**src/rtl/bp_pkg.sv**
```systemverilog
// bp_pkg: shared types for the branch-predictor update scheduler.
//   BP_PCSIZE     : default width of PC / target fields
//   bp_upd_t      : one resolved-branch update {pc, target, taken}
//   bp_sched_st_e : slot-arbitration FSM states
`timescale 1ns/1ps
package bp_pkg;

    localparam int BP_PCSIZE = 12;

    typedef struct packed {
        logic [BP_PCSIZE-1:0] pc;
        logic [BP_PCSIZE-1:0] target;
        logic                 taken;
    } bp_upd_t;

    typedef enum logic {
        S_NORM  = 1'b0,
        S_DRAIN = 1'b1
    } bp_sched_st_e;

endpackage

```
**src/rtl/bp_update_sched_fifo.sv**
```systemverilog
// bp_upd_fifo: DEPTH-entry circular FIFO of bp_upd_t updates.
// Macro BP_UPD_COALESCE_EN adds a tail peek and an in-place tail overwrite.
// Ports:
//   clk, rst_n  clock, async active-low reset (pointers and count only)
//   ovw         overwrite newest entry with wr_data (coalesce build only)
//   tail        newest entry (coalesce build only)
//   push        append wr_data
//   pop         drop head
//   wr_data     entry to append / overwrite with
//   head        oldest entry (undefined when empty)
//   count       occupancy 0..DEPTH
//   empty/full  occupancy flags
`timescale 1ns/1ps
module bp_upd_fifo
    import bp_pkg::*;
#(
    parameter int DEPTH = 4
)(
    input  logic                   clk,
    input  logic                   rst_n,
`ifdef BP_UPD_COALESCE_EN
    input  logic                   ovw,
    output bp_upd_t                tail,
`endif
    input  logic                   push,
    input  logic                   pop,
    input  bp_upd_t                wr_data,
    output bp_upd_t                head,
    output logic [$clog2(DEPTH):0] count,
    output logic                   empty,
    output logic                   full
);
    localparam int PW = $clog2(DEPTH);
    localparam int CW = PW + 1;

    logic [PW-1:0] rd_ptr;
    logic [PW-1:0] wr_ptr;
    bp_upd_t       mem [DEPTH];

    // DEPTH is a power of two, so pointer overflow is the modulo wrap.
    always_ff @(posedge clk or negedge rst_n) begin
        if (!rst_n) begin
            rd_ptr <= '0;
            wr_ptr <= '0;
            count  <= '0;
        end else begin
            if (push) wr_ptr <= wr_ptr + PW'(1);
            if (pop)  rd_ptr <= rd_ptr + PW'(1);
            case ({push, pop})
                2'b10:   count <= count + CW'(1);
                2'b01:   count <= count - CW'(1);
                default: count <= count;
            endcase
        end
    end

`ifdef BP_UPD_COALESCE_EN
    logic [PW-1:0] tail_ptr;
    assign tail_ptr = wr_ptr - PW'(1);
    assign tail     = mem[tail_ptr];

    always_ff @(posedge clk) begin
        if (push)     mem[wr_ptr]   <= wr_data;
        else if (ovw) mem[tail_ptr] <= wr_data;
    end
`else
    always_ff @(posedge clk) begin
        if (push) mem[wr_ptr] <= wr_data;
    end
`endif

    assign head  = mem[rd_ptr];
    assign empty = (count == '0);
    assign full  = (count == CW'(DEPTH));

endmodule

```
**src/rtl/bp_update_sched.sv**
```systemverilog
// bp_update_sched: serialises resolved-branch updates into the shared,
// single-ported predictor/BTB slot, arbitrating against fetch lookups.
// Lookups win by default; an update queue denied for MAX_STALL cycles, or
// a full queue, forces a drain phase where updates own the slot until empty.
// Optional macro BP_UPD_COALESCE_EN: a push matching the newest queued PC
// rewrites that entry in place instead of allocating a new one.
// PCSIZE must equal bp_pkg::BP_PCSIZE (queue entries use the package type).
// Ports:
//   clk, rst_n         clock, async active-low reset
//   ex_valid/ex_ready  resolved-branch handshake from execute
//   ex_pc/target/taken resolved branch contents
//   lk_req, lk_pc      fetch lookup request and PC
//   lk_gnt             lookup owns the slot this cycle
//   tbl_en/tbl_we      slot used / slot is an update write
//   tbl_addr           lookup PC when lk_gnt, else head PC
//   tbl_target/taken   head update contents
//   q_count            queue occupancy
//
// state   | meaning
// S_NORM  | lookups have priority; updates use idle slots
// S_DRAIN | updates own the slot until the queue empties
`timescale 1ns/1ps
module bp_update_sched
    import bp_pkg::*;
#(
    parameter int PCSIZE    = BP_PCSIZE,
    parameter int DEPTH     = 4,
    parameter int MAX_STALL = 8
)(
    input  logic                   clk,
    input  logic                   rst_n,
    input  logic                   ex_valid,
    output logic                   ex_ready,
    input  logic [PCSIZE-1:0]      ex_pc,
    input  logic [PCSIZE-1:0]      ex_target,
    input  logic                   ex_taken,
    input  logic                   lk_req,
    input  logic [PCSIZE-1:0]      lk_pc,
    output logic                   lk_gnt,
    output logic                   tbl_en,
    output logic                   tbl_we,
    output logic [PCSIZE-1:0]      tbl_addr,
    output logic [PCSIZE-1:0]      tbl_target,
    output logic                   tbl_taken,
    output logic [$clog2(DEPTH):0] q_count
);
    localparam int CW = $clog2(DEPTH) + 1;
    localparam int SW = $clog2(MAX_STALL + 1);

    bp_sched_st_e  state;
    logic [SW-1:0] stall_cnt;
    bp_upd_t       wr_data;
    bp_upd_t       head;
    logic          empty;
    logic          full;
    logic          upd_fire;
    logic          push_new;

    assign wr_data = '{pc: ex_pc, target: ex_target, taken: ex_taken};

    always_comb begin
        upd_fire = 1'b0;
        lk_gnt   = 1'b0;
        case (state)
            S_NORM: begin
                upd_fire = !empty && !lk_req;
                lk_gnt   = lk_req;
            end
            S_DRAIN: begin
                upd_fire = !empty;
                lk_gnt   = lk_req && empty;
            end
            default: ;
        endcase
    end

`ifdef BP_UPD_COALESCE_EN
    bp_upd_t tail;
    logic    tail_hit;
    logic    coal;

    // The newest entry cannot be rewritten in the cycle it is being written
    // to the table; such a push must allocate a fresh slot instead.
    assign tail_hit = !empty && (tail.pc == ex_pc) && !(upd_fire && q_count == CW'(1));
    assign ex_ready = !full || tail_hit;
    assign coal     = ex_valid && tail_hit;
    assign push_new = ex_valid && ex_ready && !coal;
`else
    assign ex_ready = !full;
    assign push_new = ex_valid && ex_ready;
`endif

    bp_upd_fifo #(.DEPTH(DEPTH)) u_fifo (
        .clk     (clk),
        .rst_n   (rst_n),
`ifdef BP_UPD_COALESCE_EN
        .ovw     (coal),
        .tail    (tail),
`endif
        .push    (push_new),
        .pop     (upd_fire),
        .wr_data (wr_data),
        .head    (head),
        .count   (q_count),
        .empty   (empty),
        .full    (full)
    );

    assign tbl_we     = upd_fire;
    assign tbl_en     = upd_fire || lk_gnt;
    assign tbl_addr   = lk_gnt ? lk_pc : head.pc;
    assign tbl_target = head.target;
    assign tbl_taken  = head.taken;

    always_ff @(posedge clk or negedge rst_n) begin
        if (!rst_n) begin
            state     <= S_NORM;
            stall_cnt <= '0;
        end else begin
            case (state)
                S_NORM: begin
                    if (upd_fire || empty)
                        stall_cnt <= '0;
                    else if (stall_cnt != SW'(MAX_STALL))
                        stall_cnt <= stall_cnt + SW'(1);
                    if ((stall_cnt == SW'(MAX_STALL - 1) && !empty && !upd_fire) || full)
                        state <= S_DRAIN;
                end
                S_DRAIN: begin
                    // Leave only when this pop empties the queue with nothing arriving.
                    if (upd_fire && q_count == CW'(1) && !push_new) begin
                        state     <= S_NORM;
                        stall_cnt <= '0;
                    end
                end
                default: state <= S_NORM;
            endcase
        end
    end

endmodule

```
**config.mk**
```make
export PLATFORM = sky130hd
export DESIGN_NAME = bp_update_sched
export DESIGN_NICKNAME = d
export VERILOG_FILES = /design/src/rtl/bp_pkg.sv /design/src/rtl/bp_update_sched_fifo.sv /design/src/rtl/bp_update_sched.sv
export SDC_FILE = /design/constraint.sdc
export NUM_CORES = 1
export LEC_CHECK = 0
export CAP_MARGIN = 30
export CORE_MARGIN = 5
export CORE_UTILIZATION = 50
export DETAILED_ROUTE_END_ITERATION = 8
export PLACE_DENSITY = 0.77
export SYNTH_ARGS = -nofsm -noshare
export SYNTH_HDL_FRONTEND = slang
export SYNTH_SLANG_ARGS = --single-unit
```
**constraint.sdc**
```tcl
create_clock -name clk -period 5.4 [get_ports clk]
set_input_delay 1.08 -clock clk [delete_from_list [all_inputs] [get_ports clk]]
set_output_delay 1.08 -clock clk [all_outputs]
set_load 0.01 [all_outputs]
```
# --- Yosys cells after proc, flatten, opt, wreduce, memory -nomap -nowiden ---
# Memory sizes are Yosys's and may differ from the RTL's.
# Cells that the tools add are included.
totals:
  n_memories: 1
  ramBits: 100
  out_inout_bits: 32
  regBits: 12
op_classes:
  mux: 13
  n_bitwise: 1
  n_eq_ne: 8
  reduce_logical: 18
  n_addsub: 5
mem_list:
  columns: ["memory", "words", "word_bits", "rd", "rd_ports_with_merged_regs", "write_ports", "line", "source"]
  rows:
  - ["u_fifo.mem", 4, 25, 1, 0, 1, "bp_update_sched_fifo.sv:38", "bp_upd_t mem [DEPTH];"]
op_table:
  columns: ["op", "n"]
  rows:
  - ["$mux 12", 1]
  - ["$mux 4", 3]
  - ["$pmux 4 s2", 1]
  - ["$logic_and 1x1->1", 7]
  - ["$pmux 1 s2", 3]
  - ["$pmux 3 s2", 1]
  - ["$logic_not 1->1", 5]
  - ["$add 2x1->2 const B", 2]
  - ["$add 4x1->4 const B", 1]
  - ["$eq 4x3->1 const B", 1]
  - ["$mux 1", 4]
  - ["$ne 4x4->1 const B", 1]
  - ["$add 3x1->3 const B", 1]
  - ["$eq 3x1->1 const B", 1]
  - ["$eq 3x3->1 const B", 1]
  - ["$logic_not 3->1", 1]
  - ["$logic_or 1x1->1", 3]
  - ["$ne 3x3->1 const B", 1]
  - ["$sub 3x1->3 const B", 1]
  - ["$eq 2x1->1 const B", 1]
  - ["$eq 2x2->1 const B", 1]
  - ["$ne 2x1->1 const B", 1]
  - ["$reduce_and 2->1", 1]
  - ["$reduce_bool 2->1", 1]
  - ["$not 1->1", 1]

# --- Depth between registers and ports, before layout ---
logic_depth:
  depth_word: 9
  mapped_depth: 9
  ltp_nobuf: 9

# --- Modules after synthesis ---
# Synthesis repeated with hierarchy kept, for this count alone.
hier_totals:
  cells_unflattened: 217
  hier_area_um2: 4551.9
modules_own_cells:
  columns: ["mod", "instances", "area_each_um2", "cells_each"]
  rows:
  - ["bp_upd_fifo", 1, 4053.9, 167]
  - ["bp_update_sched", 1, 498.0, 50]

# --- Least setup slack after synthesis ---
# Ideal clock, no wire load.
synth_path:
  kind: "input to output"
  start: "input port lk_req"
  end: "output port tbl_addr[2]"
  setup_slack_ps: 2620
  required_time_ps: 4320
  cell_stages: 3
  arrival_ps: 1700
  cell_sequence: "o21ai_2 buf_6 mux2_2"
synth_via:
  elab_chain_len: 3
synth_rtl:
  columns: ["item", "line", "source"]
  rows:
  - ["from (decl)", "bp_update_sched.sv:37", "input logic lk_req,"]
  - ["$logic_and 1x1->1", "bp_update_sched.sv:71", "lk_gnt = lk_req && empty;"]
  - ["$pmux 1 s2 (*)", "bp_update_sched.sv:64", "case (state)"]
  - ["$mux 12 (*)", "bp_update_sched.sv:111", "assign tbl_addr = lk_gnt ? lk_pc : head.pc;"]
  - ["to (decl)", "bp_update_sched.sv:42", "output logic [PCSIZE-1:0] tbl_addr,"]
# Mark *: on every way between the ends. The rest lies on a longest branch, timed or not.

# --- Worst setup path in the final report ---
layout_path:
  start: "register u_fifo.count[0]"
  end: "output port tbl_addr[6]"
layout_via:
  elab_chain_len: 4
layout_rtl:
  columns: ["item", "line", "source"]
  rows:
  - ["from (decl)", "bp_update_sched_fifo.sv:29", "output logic [$clog2(DEPTH):0] count,"]
  - ["from (signal assigned)", "bp_update_sched_fifo.sv:50", "2'b10: count <= count + CW'(1);"]
  - ["from (signal assigned)", "bp_update_sched_fifo.sv:51", "2'b01: count <= count - CW'(1);"]
  - ["from (signal assigned)", "bp_update_sched_fifo.sv:52", "default: count <= count;"]
  - ["$logic_not 3->1", "bp_update_sched_fifo.sv:73", "assign empty = (count == '0);"]
  - ["$logic_and 1x1->1", "bp_update_sched.sv:71", null]
  - ["$pmux 1 s2", "bp_update_sched.sv:64", null]
  - ["$mux 12", "bp_update_sched.sv:111", null]
# Every way passes these cells.

==> impl_results.html <==
<table>
<tr><th>Metric</th><th>Value</th></tr>
<tr><th colspan="2">Status</th></tr>
<tr><td>Result of the run</td><td>completed</td></tr>
<tr><th colspan="2">STA</th></tr>
<tr><td>Setup repair after global routing missed its margin</td><td>no</td></tr>
<tr><td>Final setup skew</td><td>between 0.015 and 0.02 ns</td></tr>
<tr><td>Total count of max-transition violations in the final report</td><td>0</td></tr>
<tr><td>Tmin final</td><td>3.97 ns</td></tr>
<tr><td>Hold Vio Cnt, Final</td><td>0</td></tr>
<tr><td>Relative slew margins</td><td>42.7%</td></tr>
<tr><td>Fmax</td><td>about 250 MHz</td></tr>
<tr><td>Setup violation total in the final timing report</td><td>0</td></tr>
<tr><td>Share of the clock period used by the worst path</td><td>73.5%</td></tr>
<tr><td>Tightest Pin Transition</td><td>approximately 0.86 ns</td></tr>
<tr><td>Total negative slack</td><td>0 ns</td></tr>
<tr><th colspan="2">Clock tree</th></tr>
<tr><td>Setup bufs post-CTS</td><td>0</td></tr>
<tr><td>Number of buffers on the longest clock path</td><td>2</td></tr>
<tr><td>Post-cts gate resize count</td><td>0</td></tr>
<tr><td>Post-CTS Hold Buffers</td><td>0</td></tr>
<tr><td>Root buffer selected by CTS</td><td>clkbuf_8</td></tr>
<tr><td>TritonCTS Buffers</td><td>9</td></tr>
<tr><td>H-Tree Level Count</td><td>3</td></tr>
<tr><td>Number of clock sinks</td><td>112</td></tr>
<tr><td>TritonCTS clock tree</td><td>yes</td></tr>
<tr><td>Insertion delay of the later-clocked pin in the worst-skew pair</td><td>0.36 ns</td></tr>
<tr><td>Clock transition time at the flip-flop clock pins of the worst setup and hold paths</td><td>0.10 ns</td></tr>
<tr><th colspan="2">Placed design</th></tr>
<tr><td>I/O Buffers</td><td>around 70</td></tr>
<tr><td>Final GP Congestion</td><td>0.703</td></tr>
<tr><td>HPWL after DPL</td><td>between 5000 and 6000 um</td></tr>
<tr><th colspan="2">Detailed routing</th></tr>
<tr><td>Number of design-rule violations left by the first detailed-router iteration</td><td>93</td></tr>
<tr><td>Vias per cell</td><td>5.47</td></tr>
<tr><td>Detail Route Antenna Nets</td><td>0</td></tr>
<tr><td>Via total after detailed routing</td><td>2293</td></tr>
<tr><td>DRC violation count after routing</td><td>0</td></tr>
<tr><td>TritonRoute pass-1 iters</td><td>4</td></tr>
<tr><td>Avg WL per Cell</td><td>~19 um</td></tr>
<tr><td>Sum of routed wire length over all layers</td><td>between 7000 and 8000 um</td></tr>
<tr><th colspan="2">Synthesis</th></tr>
<tr><td>Synthesized instance count</td><td>223</td></tr>
<tr><td>Share of synthesized area occupied by flip-flops and latches</td><td>71.8%</td></tr>
<tr><td>Distinct cell type count of the synthesized netlist</td><td>34</td></tr>
<tr><td>Synthesized area</td><td>4600 sq um</td></tr>
<tr><td>Syn. warnings</td><td>0</td></tr>
<tr><td>Post-synthesis sequential element count</td><td>112</td></tr>
<tr><td>Average footprint of a synthesized cell</td><td>20.6 sq um</td></tr>
<tr><td>Total nets after synthesis</td><td>between 200 and 300</td></tr>
<tr><th colspan="2">Hold path</th></tr>
<tr><td>Source of the worst hold timing path</td><td>stall_cnt[0]</td></tr>
<tr><td>Worst hold path class</td><td>register to register</td></tr>
<tr><th colspan="2">Critical path</th></tr>
<tr><td>Biggest fanout along the worst timing path</td><td>13</td></tr>
<tr><td>Crit Path Category</td><td>register to output pin</td></tr>
<tr><td>Type of origin of the critical path</td><td>register</td></tr>
<tr><td>Data arrival, critical path</td><td>2.89 ns</td></tr>
<tr><td>Required time of the worst setup path</td><td>between 4 and 5 ns</td></tr>
<tr><td>Critical register-to-register path startpoint</td><td>u_fifo.count[0]</td></tr>
<tr><td>Timing startpoint of the critical path</td><td>u_fifo.count[0]</td></tr>
<tr><td>Register-to-register path setup slack</td><td>roughly 3.4 ns</td></tr>
<tr><td>Critical Path Sink Type</td><td>output pin</td></tr>
<tr><th colspan="2">Power and ir drop</th></tr>
<tr><td>Worst VDD drop</td><td>0.251 mV</td></tr>
<tr><td>Leakage power</td><td>1.99 nW</td></tr>
<tr><td>Power Density</td><td>500 nW/um^2</td></tr>
<tr><td>Total power</td><td>roughly 2.8 mW</td></tr>
<tr><th colspan="2">Die</th></tr>
<tr><td>Top-level port count</td><td>73</td></tr>
<tr><td>CORE AREA</td><td>9110 sq um</td></tr>
<tr><td>DIE WIDTH</td><td>106 um</td></tr>
<tr><td>DIE HEIGHT</td><td>106 um</td></tr>
<tr><td>Number of placement rows</td><td>35</td></tr>
<tr><td>Effective utilization at floorplan</td><td>about half</td></tr>
<tr><td>Area of the die</td><td>approximately 11000 sq um</td></tr>
<tr><th colspan="2">GRT</th></tr>
<tr><td>Global-route wire length before repair</td><td>12600 um</td></tr>
<tr><td>Pin count of the biggest net entering global routing</td><td>28</td></tr>
<tr><td>Via count of the first global-routing pass</td><td>2379</td></tr>
<tr><td>Met3 track demand over resource in global routing</td><td>3.89%</td></tr>
<tr><td>Number of antenna violations at the first check in global routing</td><td>0</td></tr>
<tr><td>Global route overflow</td><td>0</td></tr>
<tr><td>Met2 demand-to-capacity share in global routing</td><td>25.1%</td></tr>
<tr><td>Layer with the highest usage</td><td>met2</td></tr>
<tr><td>GR Layer Usage met1</td><td>18.6%</td></tr>
<tr><td>Overall fraction of global-route tracks in use</td><td>14.7%</td></tr>
<tr><th colspan="2">Job</th></tr>
<tr><td>Max-cap violations</td><td>0</td></tr>
<tr><th colspan="2">Finish</th></tr>
<tr><td>Utilization after layout</td><td>61.6%</td></tr>
<tr><td>Most frequent cells in the layout</td><td>edfxtp_1, clkdlybuf4s50_1, mux4_1</td></tr>
<tr><td>Growth of design area from synthesis to finish</td><td>21.9%</td></tr>
<tr><td>Fraction of layout instances using a drive strength above 1</td><td>between 10% and 20%</td></tr>
<tr><td>Diodes inserted</td><td>0</td></tr>
<tr><td>Most common cell after layout, fill and taps aside</td><td>edfxtp_1</td></tr>
<tr><td>Nets</td><td>355</td></tr>
</table>
-- area by class of cell --
class | count | area [sq um]
multi-input combinational | 91 | 1190
fill | 679 | 3500
inverter | 12 | 45.0
clock buffer | 10 | 128
sequential | 112 | 3300
tap | 111 | 139
timing repair buffer | 77 | 758
clock inverter | 6 | 50.0
-- through the flow --
stage | instances | setup slack (ns) | hold WS [ns] | cell area (sq um)
after detailed placement | 403 | 1.54 | 0.546 | 5430
after CTS | 419 | 1.36 | 0.562 | 5610
final | 419 | 1.43 | 0.554 | 5610
after global placement | 403 | 1.56 | 0.522 | 5430
after global routing | 419 | 1.23 | 0.577 | 5610
after floorplan | 223 | 2.62 | 0.498 | 4600
-- registers in the layout, indices dropped and copies added (netlist names) --
| name | count |
|---|---|
| u_fifo.mem | 100 |
| u_fifo.rd_ptr | 2 |
| u_fifo.wr_ptr | 2 |
| state | 1 |
| stall_cnt | 4 |
| u_fifo.count | 3 |
-- final timing paths --
kind / depth (start not counted) / end
worst max-delay path: 6 / tbl_addr[6]
worst min-delay path: 1 / stall_cnt[0]
worst max register to register: 8 / u_fifo.count[2]
worst min register to register: 1 / stall_cnt[0]
max in group asynchronous: 1 / u_fifo.rd_ptr[0]
min in group asynchronous: 1 / u_fifo.rd_ptr[1]
-- layer usage --
metal / share of wire (%) / routed length [um] / up-vias
li1: - / - / 1054
met3: 5.5 / 433 / 7
met1: 42 / 3270 / 1177
met2: 52 / 4080 / 55
met4: 0.94 / 74 / 0
met5: 0 / 0 / -
-- cells in the mapped netlist (all sizes together) --
library cell	n	area share, %
edfxtp	100	65
mux4	25	13
dfrtp	12	6.5
inv	12	0.98
mux2	12	3.3
ha	11	3.0
buf	7	1.4
nand2	5	0.41
and3	4	0.54
o21ai	4	0.52
xor2	4	0.76
nand3	3	0.33
nor2	3	0.24
xnor2	3	0.57
a32oi	2	0.38
mux2i	2	0.43
nand2b	2	0.27
o22ai	2	0.27
and2	1	0.14
and2b	1	0.16
and3b	1	0.19
clkbuf	1	0.081
nand3b	1	0.16
nor2b	1	0.14
nor3b	1	0.16
o221ai	1	0.19
or3	1	0.14
or4b	1	0.22
-- cell families (layout without fill, tap and decap cells) --
logic type | after synthesis | after routing | synth area share (%)
and+or+nand+nor | 25 | 25 | 3.10
adders and majority gates | 11 | 11 | 2.99
DFF | 112 | 112 | 71.8
xor gates and xnor gates | 7 | 7 | 1.33
muxes | 39 | 39 | 17.0
AOI/OAI and AO/OA | 9 | 9 | 1.36
buffers and inverters | 20 | 105 | 2.47
-- critical path: stages (launching register included) --
cell	delay, ns
dfrtp_1	0.45
inv_1	0.09
ha_1	0.24
and2b_1	0.22
o21ai_2	0.63
mux2_2	0.42
clkdlybuf4s50_1	0.49
-- power by group --
part	internal [mW]	total [mW]	switching (mW)
Clock	0.175	0.447	0.272
Sequential	1.15	1.28	0.132
Combinational	0.627	1.08	0.452
(Power assumes the default switching activity.)
